### config.mk
export PLATFORM = sky130hd
export DESIGN_NAME = wb_gpio_ctrl
export DESIGN_NICKNAME = d
export VERILOG_FILES = /design/src/rtl/wb_gpio_ctrl.sv
export SDC_FILE = /design/constraint.sdc
export NUM_CORES = 1
export LEC_CHECK = 0
export BUFFER_PORTS_ARGS = -buffer_cell sky130_fd_sc_hd__buf_2
export CORE_MARGIN = 5
export CORE_UTILIZATION = 40
export CTS_CLUSTER_DIAMETER = 50
export DETAILED_ROUTE_END_ITERATION = 6
export HOLD_SLACK_MARGIN = 0.08
export PLACE_DENSITY = 0.66
export SYNTH_ARGS = -nofsm -noshare
export SYNTH_HDL_FRONTEND = slang
export SYNTH_SLANG_ARGS = --single-unit
### constraint.sdc
create_clock -name wb_clk_i -period 2.3 [get_ports wb_clk_i]
set_input_delay 0.345 -clock wb_clk_i [delete_from_list [all_inputs] [get_ports wb_clk_i]]
set_output_delay 0.345 -clock wb_clk_i [all_outputs]
set_load 0.05 [all_outputs]
### src/rtl/wb_gpio_ctrl.sv
// Wishbone-slave GPIO controller: OUT/OE/IEN registers, synchronised IN,
// sticky rising-edge STAT (W1C) and user_irq[0] = |(STAT & IEN).
// Optional feature macro: GPIO_TOGGLE_EN adds write-only TGL_LO/HI at 0x28/0x2C.
module wb_gpio_ctrl #(
  parameter logic [31:0] BASE_ADDR = 32'h3000_0000,
  parameter int unsigned N_IO      = 38
) (
  input  logic            wb_clk_i,
  input  logic            wb_rst_i,
  input  logic            wbs_stb_i,
  input  logic            wbs_cyc_i,
  input  logic            wbs_we_i,
  input  logic [3:0]      wbs_sel_i,
  input  logic [31:0]     wbs_adr_i,
  input  logic [31:0]     wbs_dat_i,
  output logic            wbs_ack_o,
  output logic [31:0]     wbs_dat_o,
  input  logic [N_IO-1:0] io_in,
  output logic [N_IO-1:0] io_out,
  output logic [N_IO-1:0] io_oeb,
  output logic [2:0]      user_irq
);

  localparam int unsigned AW = 32;
  localparam int unsigned IW = 6;

  logic [N_IO-1:0] out_q, out_d;
  logic [N_IO-1:0] oe_q, oe_d;
  logic [N_IO-1:0] ien_q, ien_d;
  logic [N_IO-1:0] stat_q, stat_d;
  logic [N_IO-1:0] s1_q, s1_d;
  logic [N_IO-1:0] s2_q, s2_d;
  logic [N_IO-1:0] s3_q, s3_d;
  logic            ack_q, ack_d;
  logic [AW-1:0]   dat_q, dat_d;

  logic            req;
  logic            wr;
  logic [IW-1:0]   idx;
  logic [31:0]     bmask;
  logic [N_IO-1:0] wmask;
  logic [N_IO-1:0] wdata;
  logic [N_IO-1:0] stat_clr;
  logic [N_IO-1:0] rsel;
  logic [63:0]     rwide;
  logic [31:0]     rdata;
  logic            unused_adr;

  assign unused_adr = ^wbs_adr_i[1:0];

  // Bus decode, register next-state, read mux and input synchroniser
  always_comb begin
    out_d    = out_q;
    oe_d     = oe_q;
    ien_d    = ien_q;
    stat_clr = '0;
    rsel     = '0;

    req   = wbs_cyc_i & wbs_stb_i & (wbs_adr_i[31:8] == BASE_ADDR[31:8]) & ~ack_q;
    wr    = req & wbs_we_i;
    idx   = wbs_adr_i[7:2];
    bmask = {{8{wbs_sel_i[3]}}, {8{wbs_sel_i[2]}}, {8{wbs_sel_i[1]}}, {8{wbs_sel_i[0]}}};
    // Odd word index addresses the HI half; bits beyond N_IO fall away in the cast
    wmask = idx[0] ? N_IO'({bmask, 32'h0})     : N_IO'({32'h0, bmask});
    wdata = idx[0] ? N_IO'({wbs_dat_i, 32'h0}) : N_IO'({32'h0, wbs_dat_i});

    if (wr) begin
      case (idx[5:1])
        5'd0: out_d = (out_q & ~wmask) | (wdata & wmask);
        5'd1: oe_d  = (oe_q  & ~wmask) | (wdata & wmask);
        5'd3: ien_d = (ien_q & ~wmask) | (wdata & wmask);
        5'd4: stat_clr = wdata & wmask;
`ifdef GPIO_TOGGLE_EN
        5'd5: out_d = out_q ^ (wdata & wmask);
`endif
        default: ;
      endcase
    end

    // A fresh edge in the same cycle as a clear keeps the bit set
    stat_d = (stat_q & ~stat_clr) | (s2_q & ~s3_q);

    case (idx[5:1])
      5'd0: rsel = out_q;
      5'd1: rsel = oe_q;
      5'd2: rsel = s2_q;
      5'd3: rsel = ien_q;
      5'd4: rsel = stat_q;
      default: rsel = '0;
    endcase
    rwide = 64'(rsel);
    rdata = idx[0] ? rwide[63:32] : rwide[31:0];

    ack_d = req;
    dat_d = (req & ~wbs_we_i) ? rdata : 32'h0;

    s1_d = io_in;
    s2_d = s1_q;
    s3_d = s2_q;
  end

  // State registers with synchronous reset
  always_ff @(posedge wb_clk_i) begin
    if (wb_rst_i) begin
      out_q  <= '0;
      oe_q   <= '0;
      ien_q  <= '0;
      stat_q <= '0;
      s1_q   <= '0;
      s2_q   <= '0;
      s3_q   <= '0;
      ack_q  <= 1'b0;
      dat_q  <= '0;
    end else begin
      out_q  <= out_d;
      oe_q   <= oe_d;
      ien_q  <= ien_d;
      stat_q <= stat_d;
      s1_q   <= s1_d;
      s2_q   <= s2_d;
      s3_q   <= s3_d;
      ack_q  <= ack_d;
      dat_q  <= dat_d;
    end
  end

  assign wbs_ack_o = ack_q;
  assign wbs_dat_o = dat_q;
  assign io_out    = out_q;
  assign io_oeb    = ~oe_q;
  assign user_irq  = {2'b00, |(stat_q & ien_q)};

endmodule

# Word-level counts from Yosys, hierarchy flattened
# Index checks and enable logic that the tools add are counted.
word_totals:
  output_inout_bits: 112
  inputBits: 111
  word_cells: 51
  reg_bits: 299
op_classes:
  reduce_logical: 7
  muxes: 6
  n_eq_ne: 5
  bitwise: 23
op_table:
  columns: ["cell", "count"]
  rows:
  - ["AND 38 bit", 7]
  - ["case mux 38 bit (5 select lines)", 1]
  - ["2-to-1 mux 38 bit", 4]
  - ["NOT 38 bit", 4]
  - ["bitwise OR 38 bit", 4]
  - ["OR reduction 38 bit", 1]
  - ["equality test 24 x 22 -> 1 bit (second input constant)", 1]
  - ["equality test 5 x 2 -> 1 bit (second input constant)", 2]
  - ["2-to-1 mux 6 bit", 1]
  - ["AND reduction 2 bit", 3]
  - ["AND 1 bit", 5]
  - ["equality test 5 x 1 -> 1 bit (second input constant)", 1]
  - ["equality test 5 x 3 -> 1 bit (second input constant)", 1]
  - ["zero test 5 bit", 1]
  - ["NOT 1 bit", 3]
  - ["OR reduction 3 bit", 1]
  - ["OR reduction 2 bit", 1]

# Logic depth before layout (Yosys ltp)
logic_depth:
  depth_word: 8
  depth_mapped: 8
  ltp_nobuf: 4

# Worst setup path after synthesis
# No wires, ideal clock.
synth_timing:
  path_type: "register to register"
  from: "register ack_q (netlist: wbs_ack_o)"
  to: "register dat_q[21] (netlist: wbs_dat_o[21])"
  slack_ns: 0.301
  stages_incl_launch_ff: 7
  setup_ns: 0.070
  path_buffers: 2
  t_arrival_ns: 1.929
  required_ns: 2.230
  period_less_slack_ns: 1.999
  path_cell_list: "dfxtp_1 -> nor4_4 -> nand4_4 -> or4_1 -> buf_2 -> buf_2 -> a21oi_1"
synth_between:
  elab_chain_cells: 5
synth_rtl:
  columns: ["item", "line_no", "source"]
  rows:
  - ["start, declared", "34", "logic ack_q, ack_d;"]
  - ["start signal, assigned", "122", "ack_q <= ack_d;"]
  - ["NOT 1 bit", "59", "req = wbs_cyc_i & wbs_stb_i & (wbs_adr_i[31:8] == BASE_ADDR[31:8]) & ~ack_q;"]
  - ["AND 1 bit", "59", null]
  - ["AND 1 bit", "95", "dat_d = (req & ~wbs_we_i) ? rdata : 32'h0;"]
  - ["NOT 1 bit (no source line)", null, null]
  - ["OR reduction 3 bit (no source line)", null, null]
  - ["end signal, assigned", "123", "dat_q <= dat_d;"]
  - ["end, declared", "35", "logic [AW-1:0] dat_q, dat_d;"]
# No other way between the ends.
# A chain may end at the register's enable or synchronous reset.

# Worst setup path after layout
layout_timing:
  from: "register stat_q[27]"
  to: "output port user_irq[0]"
layout_between:
  elab_chain_cells: 2
layout_rtl:
  columns: ["item", "line_no", "source"]
  rows:
  - ["start, declared", "30", "logic [N_IO-1:0] stat_q, stat_d;"]
  - ["start signal, assigned", "118", "stat_q <= stat_d;"]
  - ["AND 38 bit", "131", "assign user_irq = {2'b00, |(stat_q & ien_q)};"]
  - ["OR reduction 38 bit", "131", null]
  - ["end, declared", "21", "output logic [2:0] user_irq"]
# No other way between the ends.

==> impl_metrics.ini <==
[status]
outcome = finished with violations
violations = setup timing

[placement]
place.port_buffers = 218
dpl.hpwl_um = 24700
preCtsSetupSlack_ns = 0.1723
place_congestion = 0.8381

[synthesis]
synthFlopType = dfxtp_1
synth.distinct_cells = 41
synthCells = 1188
synth-edff-count = 0
avgSynthCellArea_um2 = 10.25
ys_async_sr_fraction_pct = 0
yosys_warnings = 0
syn_area_um2 = 12180
synth-seq-area-share_pct = 49.16
ys_seq_elements = 299

[routing]
drt-wirelength-per-cell_um = 18.59
drt_wl_total_um = 34730
viasPerCell = 5.079
detail_route.first_pass.iterations = 5
drc = 0
drt_iter0_drc = 791
ant_nets = 0
num_vias = 9488

[timing]
tightest_slew_ns = 0.6354
fin_crit_sh_pct = 100.1
slew_violations = 0
final.setup.tns_ns = -0.001834
maxClockFrequency_mhz = 434.4
fin_skew_ns = 0.01376
rsz0062_at_grt = yes
final_hold_viol_count = 0
fin_ws_ns = -0.001834
min_period_ns = 2.302
setup_viol = 1
slew_headroom_pct = 57.64

[clock_network]
htree_levels = 2
cts-buffers-inserted = 36
cts_tree = built
cts_sinks = 299
cts_max_path_buffers = 3
cts_root_buf = clkbuf_16
clk_pin_slew_ns = 0.06
insertion_delay_ns = 0.52

[setup_path]
critPathArrivalTime_ns = 1.96
end_kind = primary output
cp_max_fo = 3
crit_start = stat_q[27]$_SDFF_PP0_
crit_path_start_kind = register
worstPathRequired_ns = 1.96
worstReg2RegStart = wbs_ack_o$_SDFF_PP0_
crit_type = register to primary output

[finish]
fin_nets = 1563
fillers = 2734
final_common_cell = dfxtp_1
layout_common_cells = dfxtp_1 (294), buf_2 (216), nor2b_1 (192), nand2b_1 (147), mux2i_1 (120)
drive_gt1_share_pct = 26.79
area_growth_pct = 26.76
n_antenna_cell = 0

[global_route]
grt_max_degree = 135
antenna_found_initial = 1
grt-ovfl-total = 0
grt_pass1_wl_um = 53700
grt_pass1_vias = 9514
track_usage_pct = 19.96

[hold_path]
hold_path_startpoint = io_in[30]
worst_hold_path_type = input port to register

[power_and_ir_drop]
p_per_area_nw_per_um2 = 750.4
max-vdd-ir-drop_mv = 0.4489
p_leak_nw = 6.700
finalPower_w = 0.01158

[die]
core_area_um2 = 29870
die_w_um = 184.5
rows = 63
die_height_um = 184.5
initial_utilization_pct = 40.75
die_area_um2 = 34030
ios = 223

[run]
drv_cap = 0
==> through the flow <==
stage	hold slack (ns)	util [%]	instances	area (um2)
after global placement	0.4172	46.30	1768	13830
after CTS	0.08997	51.61	1868	15420
after floorplan	0.4138	-	1189	12180
final	0.09329	51.66	1868	15430
after detailed placement	0.4220	46.30	1768	13830
after global routing	0.1029	51.66	1868	15430
==> synth_stat cells, types with 2 or more instances <==
cell type,n,area [um2]
nand3_1,14,70.07
nand4_1,3,18.77
nand2_1,32,120.1
nand4_4,3,63.81
o311a_1,6,60.06
a22oi_1,15,112.6
o2111ai_1,6,52.55
clkbuf_1,52,195.2
a222oi_1,26,260.3
a21oi_1,32,160.2
inv_1,45,168.9
nor4_2,6,75.07
nor2_1,40,150.1
nand4_2,11,137.6
a221oi_1,2,17.52
nor3_1,2,10.01
buf_2,10,50.05
mux2_2,32,360.4
buf_4,5,37.54
a22o_1,8,70.07
mux2i_1,120,1201
and2_1,11,68.82
o21ai_0,7,35.03
dfxtp_1,299,5986
a211oi_1,38,285.3
and4_1,4,35.03
nor4_4,6,127.6
and3_1,2,12.51
nor2b_1,193,1207
nand2b_1,147,919.6
==> cells by family (layout without fill, tap and decap cells) <==
group / count (synthesis) / after routing / share of synthesized area [%]
and+or+nand+nor: 483 / 483 / 25.58
DFF: 299 / 299 / 49.16
muxes: 152 / 152 / 12.83
AOI/OAI and AO/OA: 140 / 140 / 8.653
buffers and inverters: 113 / 402 / 3.751
other: 1 / 2 / 0.03080
==> worst max-delay path: stages, from the launching register on <==
cell	delay, ns
dfxtp_2	0.33
a22oi_2	0.29
nand4_1	0.15
nor4_2	0.27
nand3_1	0.19
buf_6	0.21
==> what timing repair did <==
| item | in CTS | in global routing |
|---|---|---|
| cloned | 0 | 0 |
| hold endpoints to repair | 35 | 0 |
| endpoints found under the setup margin | 1 | 1 |
| hold buffers | 35 | 0 |
| pin swaps | 8 | 6 |
| resized for setup | 11 | 5 |
| buffers inserted | 1 | 0 |
==> path summary, 6_finish.rpt <==
kind	cells past startpoint	slack (ns)	to
max	5	-0.002	user_irq[0]
min reg2reg	1	0.43	s2_q[30]$_SDFF_PP0_
max reg2reg	5	0.48	register
min	2	0.09	s1_q[30]$_SDFF_PP0_
==> report_power, final <==
part | internal, W | switching [W] | total [W]
clock | 0.00339 | 0.00219 | 0.00558
combinational | 0.000311 | 0.000318 | 0.000629
sequential | 0.00530 | 0.0000750 | 0.00537
total | 0.00900 | 0.00258 | 0.0116
==> routing by layer <==
| metal | GRT usage, % | wire (um) | part of all wire (%) |
|---|---|---|---|
| met1 | 28.11 | 15770 | 45 |
| met2 | 31.92 | 15640 | 45 |
| met3 | 3.592 | 2642 | 7.6 |
| met4 | 4.880 | 654 | 1.9 |
| met5 | 0 | 20 | 0.058 |
==> layout make-up <==
class | count | area [um2] | share of cell area, %
inverters | 45 | 168.9 | 1.094
repair buffers | 293 | 1804 | 11.69
well taps | 390 | 488.0 | 3.162
multi-input cells | 777 | 5796 | 37.55
clock buffers | 48 | 1027 | 6.656
flip-flops and latches | 299 | 5992 | 38.82
clock inverters | 16 | 157.7 | 1.021
Power figures use the tool's default switching activity.
